File: src/rtl/ipv4_hdr_chksum_stream.sv
// Streaming IPv4 header checksum engine: sums a header of any length delivered as DW-bit beats,
// folds the one's-complement sum, and reports the checksum (generate) or its validity (verify).
module ipv4_hdr_chksum_stream #(
    parameter int DW        = 32,
    parameter int MAX_BEATS = 15,
    parameter int MIN_BEATS = (160 + DW - 1) / DW
) (
    input  logic          clk,
    input  logic          rst,
    input  logic          in_valid,
    output logic          in_ready,
    input  logic [DW-1:0] in_data,
    input  logic          in_last,
    input  logic          in_mode,
    output logic          out_valid,
    input  logic          out_ready,
    output logic [15:0]   out_chksum,
    output logic          out_ok,
    output logic          out_err
);

    localparam int LANES = DW / 16;
    localparam int ACCW  = 16 + $clog2(MAX_BEATS * LANES + 1);
    localparam int CW    = $clog2(MAX_BEATS + 1);
    localparam logic [CW-1:0] MAX_C = CW'(MAX_BEATS);
    localparam logic [CW:0]   MIN_C = (CW + 1)'(MIN_BEATS);

    typedef enum logic [2:0] {
        S_IDLE,
        S_ACCUM,
        S_FOLD1,
        S_FOLD2,
        S_DONE
    } state_t;

    state_t            state;
    logic [ACCW-1:0]   acc;
    logic [ACCW-1:0]   lane_sum;
    logic [ACCW-1:0]   fold;
    logic [CW-1:0]     cnt;
    logic [CW:0]       cnt_inc;
    logic [15:0]       lane;
    logic [15:0]       sum16;
    logic              mode;
    logic              err;
    logic              accept;
    logic              cur_mode;
    logic              overflow;
    logic              drop;

    assign in_ready = !rst && (state == S_IDLE || state == S_ACCUM);
    assign accept   = in_valid && in_ready;
    // The first beat carries the mode itself; later beats use the latched copy.
    assign cur_mode = (state == S_IDLE) ? in_mode : mode;
    assign cnt_inc  = {1'b0, cnt} + (CW + 1)'(1);
    assign overflow = (cnt == MAX_C);
    assign drop     = err || overflow;
    assign fold     = ACCW'(acc[15:0]) + ACCW'(acc[ACCW-1:16]);
    assign sum16    = fold[15:0];

    // cnt equals the index of the incoming beat, so lane 5 of the header can be located at any DW.
    always_comb begin
        lane     = '0;
        lane_sum = '0;
        for (int p = 0; p < LANES; p++) begin
            lane = in_data[DW-1-16*p -: 16];
            if (!cur_mode && (int'(cnt) * LANES + p == 5)) begin
                lane = '0;
            end
            lane_sum = lane_sum + ACCW'(lane);
        end
    end

    always_ff @(posedge clk) begin
        if (rst) begin
            state      <= S_IDLE;
            acc        <= '0;
            cnt        <= '0;
            mode       <= 1'b0;
            err        <= 1'b0;
            out_valid  <= 1'b0;
            out_chksum <= '0;
            out_ok     <= 1'b0;
            out_err    <= 1'b0;
        end else begin
            case (state)
                S_IDLE, S_ACCUM: begin
                    if (accept) begin
                        if (state == S_IDLE) begin
                            mode <= in_mode;
                        end
                        if (!drop) begin
                            acc <= acc + lane_sum;
                        end
                        if (!overflow) begin
                            cnt <= cnt_inc[CW-1:0];
                        end
                        err   <= drop || (in_last && !overflow && (cnt_inc < MIN_C));
                        state <= in_last ? S_FOLD1 : S_ACCUM;
                    end
                end
                S_FOLD1: begin
                    acc   <= fold;
                    state <= S_FOLD2;
                end
                S_FOLD2: begin
                    acc        <= fold;
                    out_valid  <= 1'b1;
                    out_chksum <= ~sum16;
                    out_ok     <= !err && (!mode || sum16 == 16'hFFFF);
                    out_err    <= err;
                    state      <= S_DONE;
                end
                S_DONE: begin
                    if (out_ready) begin
                        out_valid <= 1'b0;
                        acc       <= '0;
                        cnt       <= '0;
                        err       <= 1'b0;
                        state     <= S_IDLE;
                    end
                end
                default: state <= S_IDLE;
            endcase
        end
    end

endmodule

File: config.mk
export PLATFORM = sky130hd
export DESIGN_NAME = ipv4_hdr_chksum_stream
export DESIGN_NICKNAME = d
export VERILOG_FILES = /design/src/rtl/ipv4_hdr_chksum_stream.sv
export SDC_FILE = /design/constraint.sdc
export NUM_CORES = 1
export LEC_CHECK = 0
export BUFFER_PORTS_ARGS = -buffer_cell sky130_fd_sc_hd__buf_2
export CORE_ASPECT_RATIO = 0.5
export CORE_MARGIN = 3
export CORE_UTILIZATION = 58
export CTS_CLUSTER_DIAMETER = 100
export DETAILED_ROUTE_END_ITERATION = 8
export PLACE_DENSITY_LB_ADDON = 0.05
export SLEW_MARGIN = 0
export SYNTH_ARGS = -nofsm -noshare
export SYNTH_HDL_FRONTEND = slang
export SYNTH_SLANG_ARGS = --single-unit
File: constraint.sdc
create_clock -name clk -period 5.18 [get_ports clk]
set_clock_uncertainty 0.2 [all_clocks]
set_input_delay 1.036 -clock clk [delete_from_list [all_inputs] [get_ports clk]]
set_output_delay 1.036 -clock clk [all_outputs]
set_load 0.02 [all_outputs]
Word-level counts from Yosys, hierarchy flattened

Cells that the tools add are included.

Register bits: 49
Input port bits: 38
Output and inout port bits: 20
Word-level logic and storage cells: 72

$add $sub $neg: 5
Order comparisons: 1
Eq/ne operators: 11
Multiplexer cells: 18
Bitwise logic cells: 1
Reduce and logical (&&, ||, !) cells: 27

Operators with widths:

| kind                 | number |
|---|---|
| $mux 21              | 3 |
| $pmux 21 s3          | 1 |
| $add 21x17->21       | 1 |
| $add 16x16->17       | 1 |
| $add 16x5->17        | 1 |
| $eq 16x16->1 const B | 1 |
| $mux 16              | 1 |
| $not 16->16          | 1 |
| $mux 4               | 3 |
| $pmux 3 s4           | 1 |
| $ne 2x2->1 const B   | 4 |
| $pmux 4 s2           | 1 |
| $reduce_and 4->1     | 2 |
| $add 5x1->6 const B  | 1 |
| $eq 3x2->1 const B   | 2 |
| $eq 6x3->1 const B   | 1 |
| $logic_and 1x1->1    | 6 |
| $mux 3               | 2 |
| $reduce_and 2->1     | 3 |
| $add 4x1->5 const B  | 1 |
| $logic_not 1->1      | 5 |
| $lt 5x3->1 const B   | 1 |
| $eq 4x4->1 const B   | 1 |
| $logic_or 1x1->1     | 4 |
| 10 further kinds     | 15 |

Logic depth before layout (Yosys ltp)

Word-level depth: 10
Mapped depth: 18
Gate-level depth less buffers: 16

Worst setup path after synthesis

No wires, ideal clock.

Path type: input port to flip-flop
Start point: in in_mode
End point: reg acc[19]
Library setup time: 0.070 ns
Arrival: 4.082 ns
Required time: 4.910 ns
Setup slack: 0.828 ns
Stages: 14
Path through: mux2i_1 nand3_1 and2_1 fa_1 ha_1 inv_1 fa_1 nor2b_1 o31a_1 nor3_1 o41ai_1 a41oi_2 or3_1 a21oi_1

Longest elaborated chain between the ends: 9

RTL lines:

| element              | line | source |
|---|---|---|
| from (decl)          | 14   | `input logic in_mode,` |
| $mux 1               | --   |  |
| $logic_not 1->1      | 67   | `if (!cur_mode && (int'(cnt) * LANES + p == 5)) begin` |
| $logic_and 1x1->1    | 67   |  |
| $mux 16              | 67   |  |
| $add 16x16->17       | 70   | `lane_sum = lane_sum + ACCW'(lane);` |
| $add 21x17->21       | 93   | `acc <= acc + lane_sum;` |
| $mux 21              | 92   | `if (!drop) begin` |
| $mux 21              | 88   | `if (accept) begin` |
| $pmux 21 s3          | 86   | `case (state)` |
| to (signal assigned) | 93   |  |
| to (signal assigned) | 103  | `acc <= fold;` |
| to (signal assigned) | 107  | `acc <= fold;` |
| to (decl)            | 37   | `logic [ACCW-1:0] acc;` |

No other way between the ends. The select of a mux whose other input is x is not followed.
A chain may end at the register's enable or synchronous reset.

Worst setup path after layout

Start point: reg state[2]
End point: reg acc[19]

Longest elaborated chain between the ends: 10
Elaborated cells between the ends (all ways): 24
Classes of those cells: 2 x add/sub; 7 x eq/ne; 5 x mux; 10 x reduce/logical

RTL lines:

| element                | line       | source |
|---|---|---|
| from (decl)            | 36         | `state_t state;` |
| from (signal assigned) | 99         | `state <= in_last ? S_FOLD1 : S_ACCUM;` |
| $logic_not 3->1        | 51, 54, 86 |  |
| $mux 1                 | --         |  |
| $logic_not 1->1        | 67         |  |
| $logic_and 1x1->1      | 67         |  |
| $mux 16                | 67         |  |
| $add 16x16->17         | 70         |  |
| $add 21x17->21         | 93         |  |
| $mux 21                | 92         |  |
| $mux 21                | 88         |  |
| $pmux 21 s3            | 86         |  |

Several ways; a longest one is shown, not always the timed one. The select of a mux whose other input is x is not followed.

==> results.cfg <==
[outcome]
outcome = complete, no violations

[worst_setup_path]
timing.critical_path.slowest_stage_cell = sky130_fd_sc_hd__fa_1
arrival_ns = 4.82
path_buf_inv = 3
max_stage_delay_ns = 0.51
timing.setup.critical_path_class = reg -> reg
worst_setup_path_start_kind = flip-flop
timing.critical_path.max_delay_family = simple AND/OR/NAND/NOR gates
critPathCaptureType = flip-flop
required_ns = 5.20
path_cells = nor3_1 -> mux2i_1 -> nand3_1 -> buf_4 -> and2_1 -> fa_1 -> inv_1 -> fa_1 -> nor2b_1 -> o31a_1 -> nor3_1 -> o41ai_1 -> buf_4 -> a41oi_2 -> or3_1 -> a21oi_1
crit_path_max_fanout = 14

[clock_network]
count_of_clock_tree_sinks = 49
cts-root-to-sink-buffers = 2
postCtsHoldBufs = 0
tritoncts.num_buffers = 5
clk_pin_slew_worst_paths_ns = 0.07
cts.repair_timing.setup_buffer_count = 0
postCtsResizedCells = 0
cts_tree = built
cts_root_buf = sky130_fd_sc_hd__clkbuf_16
htree_num_levels = 2
clk_latency_ns = 0.29

[min_path]
worst_min_delay_path_category = reg -> reg

[finish]
fin_nets = 593
diodes = 0
fill_cells = 567
drive_above_1_share_pct = 15.3
layout-area-overhead-vs-synth_pct = 12.8
finish.instance_area_mm2 = 0.00429
finalCoreUtilization_pct = 69.1

[power]
net_switching_power_of_the_design_uw = 618
leakagePower_nw = 1.75
power_frac_clock_pct = 22.2
power-per-cell-area_mw_per_mm2 = 351
power.internal_uw = 885
overall_power_mw = 1.50
p_sw_share_pct = 41.1
power.share.sequential_pct = 32.2
power_frac_comb_pct = 45.6
vdd_drop_max_mv = 0.200

[route]
tritonroute_pass_1_iters = 5
finalWirelength_mm = 9.89
drt-initial-drc-count = 439
drc = 0
vias = 3564
drtAntennaViolNets = 0
routedWlPerCell_um = 16.4
avgViaCountPerCell = 5.91

[synth]
post_synth.cell_area_avg_um2 = 8.11
synth-async-reset-ratio_pct = 0
yosys_warnings = 0
yosys.cell_types.count = 58
synth_top_cell_area_share_pct = 25.8
synth_common_cells = sky130_fd_sc_hd__nand2_1, sky130_fd_sc_hd__dfxtp_1, sky130_fd_sc_hd__a21oi_1
synth_nets = 548
netlist_instances = 469
netlist_top_cells_area = sky130_fd_sc_hd__dfxtp_1, sky130_fd_sc_hd__fa_1, sky130_fd_sc_hd__ha_1, sky130_fd_sc_hd__a21oi_1, sky130_fd_sc_hd__nand2_1
synth-seq-area-share_pct = 25.8
synthesis.area_mm2 = 0.00380
synth_area_leader_cell = sky130_fd_sc_hd__dfxtp_1
synth_seq_cells = 49
yosys_most_used_dff = sky130_fd_sc_hd__dfxtp_1
cell_with_the_most_instances_after_synthesis = sky130_fd_sc_hd__nand2_1
number_of_enable_flip_flop_cells_after_synthesis = 0

[die]
initial_core_utilization_pct = 61.3
placement_rows = 20
placeableCoreArea_mm2 = 0.00621
chipHeight_um = 63.3
dieArea_mm2 = 0.00762
ios = 58
die_width_um = 121

[timing]
final.hold.worst_slack_ns = 0.253
setup_repair_after_global_routing_missed_its_margin = false
worst_tran_pin_value_ns = 1.07
final_period_minus_worst_setup_slack_ns = 4.80
setup_total_negative_slack_ns = 0
timing.fmax_mhz = 208
hold_viol = 0
max-slew-margin-rel_pct = 28.8
setup_viol_count_final = 0
finalMaxSlewViolations = 0
final_min_period_over_clock_period_pct = 92.6

[global_route]
antenna_found_initial = 0
first_global_vias = 3140
grtUsageTotal_pct = 25.9
wire_length_of_the_first_global_routing_pass_mm = 15.8
grt_remaining_overflow = 0
maximum_number_of_pins_on_one_net_before_global_route_repair = 53

[place]
place_area_mm2 = 0.00414
detailedPlacementHpwl_mm = 7.57
port-buffer-count = 57
routabilityCongestion = 0.858

[run]
max-cap-violations = 0
-- through the flow --
| stage | std cells | setup slack (ns) |
|---|---|---|
| finish | 603 | 0.383 |
| global route | 603 | 0.00263 |
| CTS | 603 | 0.432 |
| detailed placement | 595 | 0.174 |
| global placement | 595 | 0.273 |
| floorplan | 469 | 0.828 |
-- final timing paths --
path | start | end | slack (ns) | cells after the start
max | state[2] | acc[19] | 0.38 | 16
min | out_chksum[12] | out_chksum[12] | 0.25 | 2
max reg2reg | state[2] | acc[19] | 0.38 | 16
min reg2reg | out_chksum[12] | out_chksum[12] | 0.25 | 2
-- per-layer routing --
metal | wire length (um) | up-vias | track usage [%]
li1 | - | 1761 | -
met1 | 4990 | 1646 | 41.1
met2 | 3740 | 147 | 34.7
met3 | 1060 | 10 | 6.91
met4 | 93 | 0 | 4.52
met5 | 0 | - | 0
-- logic make-up (layout without fill, tap and decap cells) --
| family | after synthesis | count (layout) | synth area share, % |
|---|---|---|---|
| flops | 49 | 49 | 25.8 |
| fa+ha+maj | 41 | 41 | 17.0 |
| simple gates | 192 | 192 | 25.6 |
| buf+inv | 32 | 78 | 3.26 |
| compound gates | 123 | 123 | 20.8 |
| xor+xnor | 28 | 28 | 6.45 |
| mux | 4 | 4 | 1.09 |
-- layout make-up --
cell class	instances	area, um2	share of cell area [%]
Inverter	10	37.5	0.875
Clock inverter	3	21.3	0.496
Tap cell	88	110	2.57
Multi-Input combinational cell	388	2710	63.1
Sequential cell	49	981	22.9
Clock buffer	5	125	2.92
Timing Repair Buffer	60	308	7.18
-- state kept, by name (all words and copies together) (netlist names) --
signal      cells
acc            21
cnt             4
err             1
mode            1
out_chksum     16
out_err         1
out_ok          1
out_valid       1
state           3
-- worst reg2reg max path: stages, from the launching register on --
cell and delay (ns):
sky130_fd_sc_hd__dfxtp_1 0.44, sky130_fd_sc_hd__nor3_1 0.37, sky130_fd_sc_hd__mux2i_1 0.23, sky130_fd_sc_hd__nand3_1 0.34
sky130_fd_sc_hd__buf_4 0.31, sky130_fd_sc_hd__and2_1 0.17, sky130_fd_sc_hd__fa_1 0.51, sky130_fd_sc_hd__inv_1 0.07
sky130_fd_sc_hd__fa_1 0.45, sky130_fd_sc_hd__nor2b_1 0.17, sky130_fd_sc_hd__o31a_1 0.17, sky130_fd_sc_hd__nor3_1 0.10
sky130_fd_sc_hd__o41ai_1 0.39, sky130_fd_sc_hd__buf_4 0.19, sky130_fd_sc_hd__a41oi_2 0.14, sky130_fd_sc_hd__or3_1 0.35
sky130_fd_sc_hd__a21oi_1 0.13
-- layout by cell type (no fill, tap or decap), types with 18 or more instances in the layout --
cell type and n:
sky130_fd_sc_hd__nor2_1 42, sky130_fd_sc_hd__nand2_1 56, sky130_fd_sc_hd__and2_1 18, sky130_fd_sc_hd__buf_2 57, sky130_fd_sc_hd__dfxtp_1 49, sky130_fd_sc_hd__o21ai_0 20
sky130_fd_sc_hd__ha_1 23, sky130_fd_sc_hd__nor3_1 20, sky130_fd_sc_hd__fa_1 18, sky130_fd_sc_hd__a21oi_1 44
-- power groups by stage --
stage / sequential (mW) / clock, mW / combinational (mW)
after global placement: 0.488 / 0 / 0.661
after floorplan: 0.466 / 0 / 0.511
final: 0.484 / 0.334 / 0.685
after CTS: 0.481 / 0.331 / 0.674
after detailed placement: 0.489 / 0 / 0.669
after global routing: 0.490 / 0.350 / 0.769
No activity file was read; power rests on OpenSTA's default activity.
